## config.mk

```make
export PLATFORM = sky130hd
export DESIGN_NAME = ctrlu_multi
export DESIGN_NICKNAME = d
export VERILOG_FILES = /design/src/rtl/ctrlu_multi.sv
export SDC_FILE = /design/constraint.sdc
export NUM_CORES = 1
export LEC_CHECK = 0
export ABC_AREA = 0
export CORE_MARGIN = 5
export CORE_UTILIZATION = 35
export CTS_CLUSTER_DIAMETER = 200
export DETAILED_ROUTE_END_ITERATION = 6
export PLACE_DENSITY = 0.54
export SYNTH_ARGS = -nofsm -noshare
export SYNTH_HDL_FRONTEND = slang
export SYNTH_SLANG_ARGS = --single-unit
```

## constraint.sdc

```tcl
create_clock -name clk -period 14.2 [get_ports clk]
set_input_delay 3.55 -clock clk [delete_from_list [all_inputs] [get_ports clk]]
set_output_delay 3.55 -clock clk [all_outputs]
set_load 0.02 [all_outputs]
```

## src/rtl/ctrlu_multi.sv

```systemverilog
// Multi-core HPS run-control unit: one start/stop FSM per core with optional
// cycle budget, sticky stop-cause flags and per-core run-cycle counters.
module ctrlu_multi #(
  parameter int NUM_CORES = 4,
  parameter int CNT_WIDTH = 32,
  parameter int SEL_W     = 2
) (
  input  logic                   clk,
  input  logic                   rst,
  input  logic [NUM_CORES-1:0]   hps_cmd,
  input  logic [CNT_WIDTH-1:0]   hps_budget,
  input  logic [NUM_CORES-1:0]   cpu_halt,
  input  logic [SEL_W-1:0]       cycle_sel,
  output logic [2*NUM_CORES-1:0] state,
  output logic [NUM_CORES-1:0]   alive,
  output logic [NUM_CORES-1:0]   halt_clr,
  output logic [NUM_CORES-1:0]   timeout,
  output logic [NUM_CORES-1:0]   halt_seen,
  output logic [CNT_WIDTH-1:0]   cycle_cnt
);

  typedef enum logic [1:0] {
    ST_STOPPED  = 2'b00,
    ST_STARTING = 2'b01,
    ST_STOPPING = 2'b10,
    ST_STARTED  = 2'b11
  } state_e;

  state_e               state_q     [NUM_CORES];
  state_e               state_d     [NUM_CORES];
  logic [CNT_WIDTH-1:0] rem_q       [NUM_CORES];
  logic [CNT_WIDTH-1:0] rem_d       [NUM_CORES];
  logic [CNT_WIDTH-1:0] run_q       [NUM_CORES];
  logic [CNT_WIDTH-1:0] run_d       [NUM_CORES];
  logic [NUM_CORES-1:0] alive_q,     alive_d;
  logic [NUM_CORES-1:0] halt_clr_q,  halt_clr_d;
  logic [NUM_CORES-1:0] timeout_q,   timeout_d;
  logic [NUM_CORES-1:0] halt_seen_q, halt_seen_d;
  logic [NUM_CORES-1:0] bud_en_q,    bud_en_d;

  function automatic logic [CNT_WIDTH-1:0] sat_inc(input logic [CNT_WIDTH-1:0] v);
    if (v == {CNT_WIDTH{1'b1}}) return v;
    return v + CNT_WIDTH'(1);
  endfunction

  always_comb begin
    alive_d     = alive_q;
    halt_clr_d  = halt_clr_q;
    timeout_d   = timeout_q;
    halt_seen_d = halt_seen_q;
    bud_en_d    = bud_en_q;
    for (int i = 0; i < NUM_CORES; i++) begin
      state_d[i] = state_q[i];
      rem_d[i]   = rem_q[i];
      run_d[i]   = run_q[i];
      case (state_q[i])
        ST_STOPPED: begin
          if (hps_cmd[i]) state_d[i] = ST_STARTING;
        end
        ST_STARTING: begin
          // Commit on release: budget is latched here and only here.
          if (!hps_cmd[i]) begin
            state_d[i]     = ST_STARTED;
            alive_d[i]     = 1'b1;
            halt_clr_d[i]  = 1'b1;
            rem_d[i]       = hps_budget;
            bud_en_d[i]    = (hps_budget != '0);
            run_d[i]       = '0;
            timeout_d[i]   = 1'b0;
            halt_seen_d[i] = 1'b0;
          end
        end
        ST_STARTED: begin
          halt_clr_d[i] = 1'b0;
          run_d[i]      = sat_inc(run_q[i]);
          if (hps_cmd[i]) begin
            state_d[i] = ST_STOPPING;
            alive_d[i] = 1'b0;
          end else if (cpu_halt[i]) begin
            state_d[i]     = ST_STOPPED;
            alive_d[i]     = 1'b0;
            halt_seen_d[i] = 1'b1;
          end else if (bud_en_q[i] && rem_q[i] == CNT_WIDTH'(1)) begin
            state_d[i]   = ST_STOPPED;
            alive_d[i]   = 1'b0;
            timeout_d[i] = 1'b1;
          end else if (bud_en_q[i]) begin
            rem_d[i] = rem_q[i] - CNT_WIDTH'(1);
          end
        end
        ST_STOPPING: begin
          if (!hps_cmd[i]) state_d[i] = ST_STOPPED;
        end
        default: state_d[i] = ST_STOPPED;
      endcase
    end
  end

  always_ff @(posedge clk or posedge rst) begin
    if (rst) begin
      alive_q     <= '0;
      halt_clr_q  <= '0;
      timeout_q   <= '0;
      halt_seen_q <= '0;
      bud_en_q    <= '0;
      for (int i = 0; i < NUM_CORES; i++) begin
        state_q[i] <= ST_STOPPED;
        rem_q[i]   <= '0;
        run_q[i]   <= '0;
      end
    end else begin
      alive_q     <= alive_d;
      halt_clr_q  <= halt_clr_d;
      timeout_q   <= timeout_d;
      halt_seen_q <= halt_seen_d;
      bud_en_q    <= bud_en_d;
      for (int i = 0; i < NUM_CORES; i++) begin
        state_q[i] <= state_d[i];
        rem_q[i]   <= rem_d[i];
        run_q[i]   <= run_d[i];
      end
    end
  end

  always_comb begin
    state     = '0;
    cycle_cnt = '0;
    for (int i = 0; i < NUM_CORES; i++) begin
      state[2*i +: 2] = state_q[i];
      if (cycle_sel == SEL_W'(i)) cycle_cnt = run_q[i];
    end
  end

  assign alive     = alive_q;
  assign halt_clr  = halt_clr_q;
  assign timeout   = timeout_q;
  assign halt_seen = halt_seen_q;

endmodule

```

### Word level (Yosys, flattened, before mapping)

Cells that the tools add are included.

* register bits: 284
* input port bits: 44
* output and inout port bits: 56

* $add $sub $neg: 8
* eq/ne operators: 67
* mux-type cells: 132
* bitwise gates (word level): 4
* reductions and logical operators: 46

Operator list (count)
* 32-bit two-way mux: 32
* 32-bit case mux with 2 select lines: 8
* 32-bit by 1-bit adder with 32-bit output, second input constant: 4
* 32-bit by 1-bit equality test with 1-bit output, second input constant: 4
* 32-bit equality test, second input constant: 4
* 32-bit by 1-bit subtractor with 32-bit output, second input constant: 4
* 2-bit != test, second input constant: 36
* 1-bit two-way mux: 48
* 2-bit two-way mux: 24
* 1-bit case mux with 2 select lines: 16
* 2-bit case mux with 4 select lines: 4
* 4-bit AND reduction: 8
* 32-bit nonzero test: 1
* 3-bit AND reduction: 8
* 6-bit AND reduction: 4
* 2-bit equality test, second input constant: 10
* 5-bit AND reduction: 4
* 4-bit != test, second input constant: 4
* 2-bit AND reduction: 8
* 3-bit != test, second input constant: 4
* 2-bit by 1-bit equality test with 1-bit output, second input constant: 5
* 2-bit logical NOT: 5
* 2-bit nonzero test: 4
* 1-bit logical AND: 4
* 1-bit inverter: 4

### Logic depth before layout (Yosys ltp)

* depth in word-level cells: 6
* gate-level depth with buffers: 10

### Least setup slack after synthesis

No wires, ideal clock.

* kind: input -> output
* start point: in cycle_sel[0]
* end point: out cycle_cnt[11]
* data arrival time: 4.951 ns
* setup slack: 5.699 ns
* cell stages on the path: 3
* buffers on the path: 2
* cells stage by stage: clkbuf_1 clkbuf_1 mux4_2

* longest elaborated chain between the ends: 5
* elaborated cells between the ends (all ways): 8
* classes of those cells: eq/ne (3); mux (4); reduce/logical (1)

RTL lines
* start, declared: RTL line 13 `input logic [SEL_W-1:0] cycle_sel,`
* 2-bit logical NOT: RTL line 130 `if (cycle_sel == SEL_W'(i)) cycle_cnt = run_q[i];`
* 32-bit two-way mux (3 in series): RTL line 130
* 32-bit two-way mux (*): RTL line 130
* end, declared: RTL line 19 `output logic [CNT_WIDTH-1:0] cycle_cnt`

Every way passes the cells marked *; elsewhere a longest branch is shown, timed or not.

### Worst setup path in the final report

* start point: in cycle_sel[0]
* end point: out cycle_cnt[1]

Same word-level chain as after synthesis.

==> flow_metrics.env <==
export IMPL_slew_violations=0
export IMPL_end_kind="primary output"
export IMPL_drtAntennaViolNets=0
export IMPL_cts_root_buf="clkbuf_16"
export IMPL_sw_frac_of_total_pct=37.19
export IMPL_rsz0062_at_grt="false"
export IMPL_hold_violations=0
export IMPL_initialDrtViolationCount=1624
export IMPL_cts_buffers=36
export IMPL_antenna_found_initial=0
export IMPL_fin_skew_ns=0.01662
export IMPL_portBuffers=99
export IMPL_cts_hold_buf=0
export IMPL_via_per_inst=5.912
export IMPL_total_leakage_power_nw=7.550
export IMPL_hp_class="flop to flop"
export IMPL_synth_ff_type="dfrtp_1"
export IMPL_wl_per_cell_microns=21.70
export IMPL_synth_avg_cell_area_sq_um=8.683
export IMPL_p_sw_w=0.001147
export IMPL_ir_worst_vdd_v=0.00009599
export IMPL_die_w_microns=232.1
export IMPL_cts_setup_buffers=0
export IMPL_critical_path_arrival_ns=5.49
export IMPL_final_layout_size_suffix_gt1_share_pct=7.983
export IMPL_synth_fp_nets=2044
export IMPL_synth_edf_count=0
export IMPL_syn_inst=1988
export IMPL_final_setup_worst_slack_ns=5.161
export IMPL_floorplan_rows=81
export IMPL_crit_slowest_cell="buf_2"
export IMPL_p_clk_share_pct=30.5
export IMPL_status="finished, final reports clean"
export IMPL_dieArea_sq_um=53860
export IMPL_async_flop_share_pct=100.0
export IMPL_area_growth_pct=16.15
export IMPL_worstMarginPinSlew_ns=1.115
export IMPL_grt_max_degree=112
export IMPL_ios=100
export IMPL_worstPathCellList="buf_2, mux4_2, clkdlybuf4s50_1"
export IMPL_relSlewSlack_pct=25.68
export IMPL_fin_nets=2098
export IMPL_ctsResizeCount=0
export IMPL_clockBufferDepth=3
export IMPL_clk_latency_ns=0.55
export IMPL_fin_crit_sh_pct=63.65
export IMPL_critPathMaxStageDelay_ns=0.74
export IMPL_die_h_microns=232.1
export IMPL_min_period_ns=9.039
export IMPL_post_place_ws_ns=5.118
export IMPL_required_ns=10.65
export IMPL_pwr_share_comb_pct=27.0
export IMPL_synth_area_sq_um=17260
export IMPL_wl_microns=59270
export IMPL_seq_area_frac_synth_pct=41.17
export IMPL_post_dp_hpwl_microns=40690
export IMPL_ys_warn_count=0
export IMPL_first_pass_iters=5
export IMPL_stdcell_count=2731
export IMPL_start_util_pct=35.34
export IMPL_synth_seq_cells=284
export IMPL_yosysUniqueCellTypes=83
export IMPL_gr_total_overflow=0
export IMPL_power_internal_w=0.001938
export IMPL_drv_cap=0
export IMPL_worstPathMaxFanout=32
export IMPL_cts_sinks=284
export IMPL_routabilityCongestion=0.8974
export IMPL_clk_pin_slew_ns=0.05
export IMPL_diodes=0
export IMPL_postLayoutCoreUtil_pct=41.04
export IMPL_cts_tree="built"
export IMPL_crit_path_start_kind="primary input"
export IMPL_setup_viol=0
export IMPL_p_seq_share_pct=42.4
export IMPL_drc=0
export IMPL_critical_path_class="primary input to primary output"
export IMPL_grtUsageTotal_pct=21.68
export IMPL_powerDensity_nw_per_um2=153.9
export IMPL_via_count=16146
export IMPL_grt_first_pass_wirelength_microns=92270
export IMPL_placedCellCount=2668
export IMPL_grt_pass1_vias=15407
export IMPL_setup_tns_ns=0
export IMPL_h_tree_depth=2
export IMPL_core_sq_um=48850
export IMPL_nFillCells=4935
export IMPL_clock_fmax_ghz=0.1106
-- Yosys cell counts (27+ instances only) --
library cell	instances	share of area, %
a21oi_1	141	4.1
and3_1	30	1.1
nand3_1	79	2.3
inv_1	27	0.59
nor2_1	266	5.8
xor2_1	28	1.4
clkbuf_1	85	1.8
nand2_1	174	3.8
o21ai_0	105	3.0
xnor2_1	59	3.0
nor3_1	112	3.2
or3_1	46	1.7
o22ai_1	31	1.1
nor4_1	60	2.2
dfrtp_1	284	41
mux4_2	32	4.2
nand4_1	49	1.8
-- cell families (layout without fill, tap and decap cells) --
kind of cell / Yosys count / count (layout) / synth area share [%]
muxes: 41 / 41 / 4.704
DFF: 284 / 284 / 41.17
xor gates and xnor gates: 87 / 87 / 4.414
and+or+nand+nor: 973 / 973 / 29.02
adders and majority gates: 12 / 12 / 0.8698
AOI/OAI and AO/OA: 458 / 458 / 16.65
buffers and inverters: 133 / 212 / 3.175
-- per-stage QoR --
stage	hold WS [ns]	instance area (sq um)	power, W
2_1_floorplan	0.4635	17260	0.001848
3_3_place_gp	0.4807	18850	0.002120
3_5_place_dp	0.4925	18850	0.002144
4_1_cts	0.5109	20050	0.003107
5_1_grt	0.5197	20050	0.003276
6_report	0.5064	20050	0.003085
-- final timing paths --
path,start,to,slack (ns),cells after the start
setup / recovery,cycle_sel[0],cycle_cnt[1],5.16,3
max in group asynchronous,rst,rem_q[119],8.25,4
setup reg to reg,rem_q[78],rem_q[70],10.94,6
hold / removal,halt_seen[2],halt_seen[2],0.51,2
min in group asynchronous,rst,run_q[111],3.54,2
hold reg to reg,halt_seen[2],halt_seen[2],0.51,2
-- placed cells by master (no fill, tap or decap), drive strengths merged, types with 24 or more instances in the layout --
cell	instances
nor2	266
o21ai	124
clkdlybuf4s50	98
or4	24
buf	24
inv	28
xor2	28
o22ai	31
nor3	114
nor4	67
or3	47
dfrtp	284
xnor2	59
a21oi	142
nand4	49
mux4	32
nand2	174
clkbuf	54
nand3	79
and3	30
-- flip-flops by register name (all words and copies together) (netlist names) --
| signal | cells |
|---|---|
| rem_q | 128 |
| run_q | 128 |
| state | 8 |
| alive | 4 |
| bud_en_q | 4 |
| halt_clr | 4 |
| halt_seen | 4 |
| timeout | 4 |
-- per-layer routing --
layer	vias up	wire length (microns)	global-route usage [%]
met1	7980	27050	31.50
met4	0	1839	6.795
li1	7517	-	-
met2	538	26260	32.99
met3	111	4121	3.888
met5	-	0	0
-- critical path: cells and delay by family --
family | cells | cell delay, ns
mux | 1 | 0.61
buf+inv | 2 | 1.32
-- layout make-up --
class	count	area [sq um]	area share (%)
Clock buffer	54	1100	5.486
Clock inverter	9	103.9	0.5180
Inverter	27	108.9	0.5429
Multi-Input combinational cell	1571	9641	48.08
Sequential cell	284	7107	35.45
Tap cell	664	830.8	4.144
Timing Repair Buffer	122	1159	5.779
-- power by group through the flow --
| stage | clock network (W) | logic [W] | registers (W) |
|---|---|---|---|
| finish | 0.000942 | 0.000834 | 0.00131 |
| global route | 0.000995 | 0.000937 | 0.00134 |
| CTS | 0.000969 | 0.000837 | 0.00130 |
| detailed placement | 0 | 0.000834 | 0.00131 |
| global placement | 0 | 0.000814 | 0.00131 |
| floorplan | 0 | 0.000605 | 0.00124 |
Power figures use the tool's default switching activity.
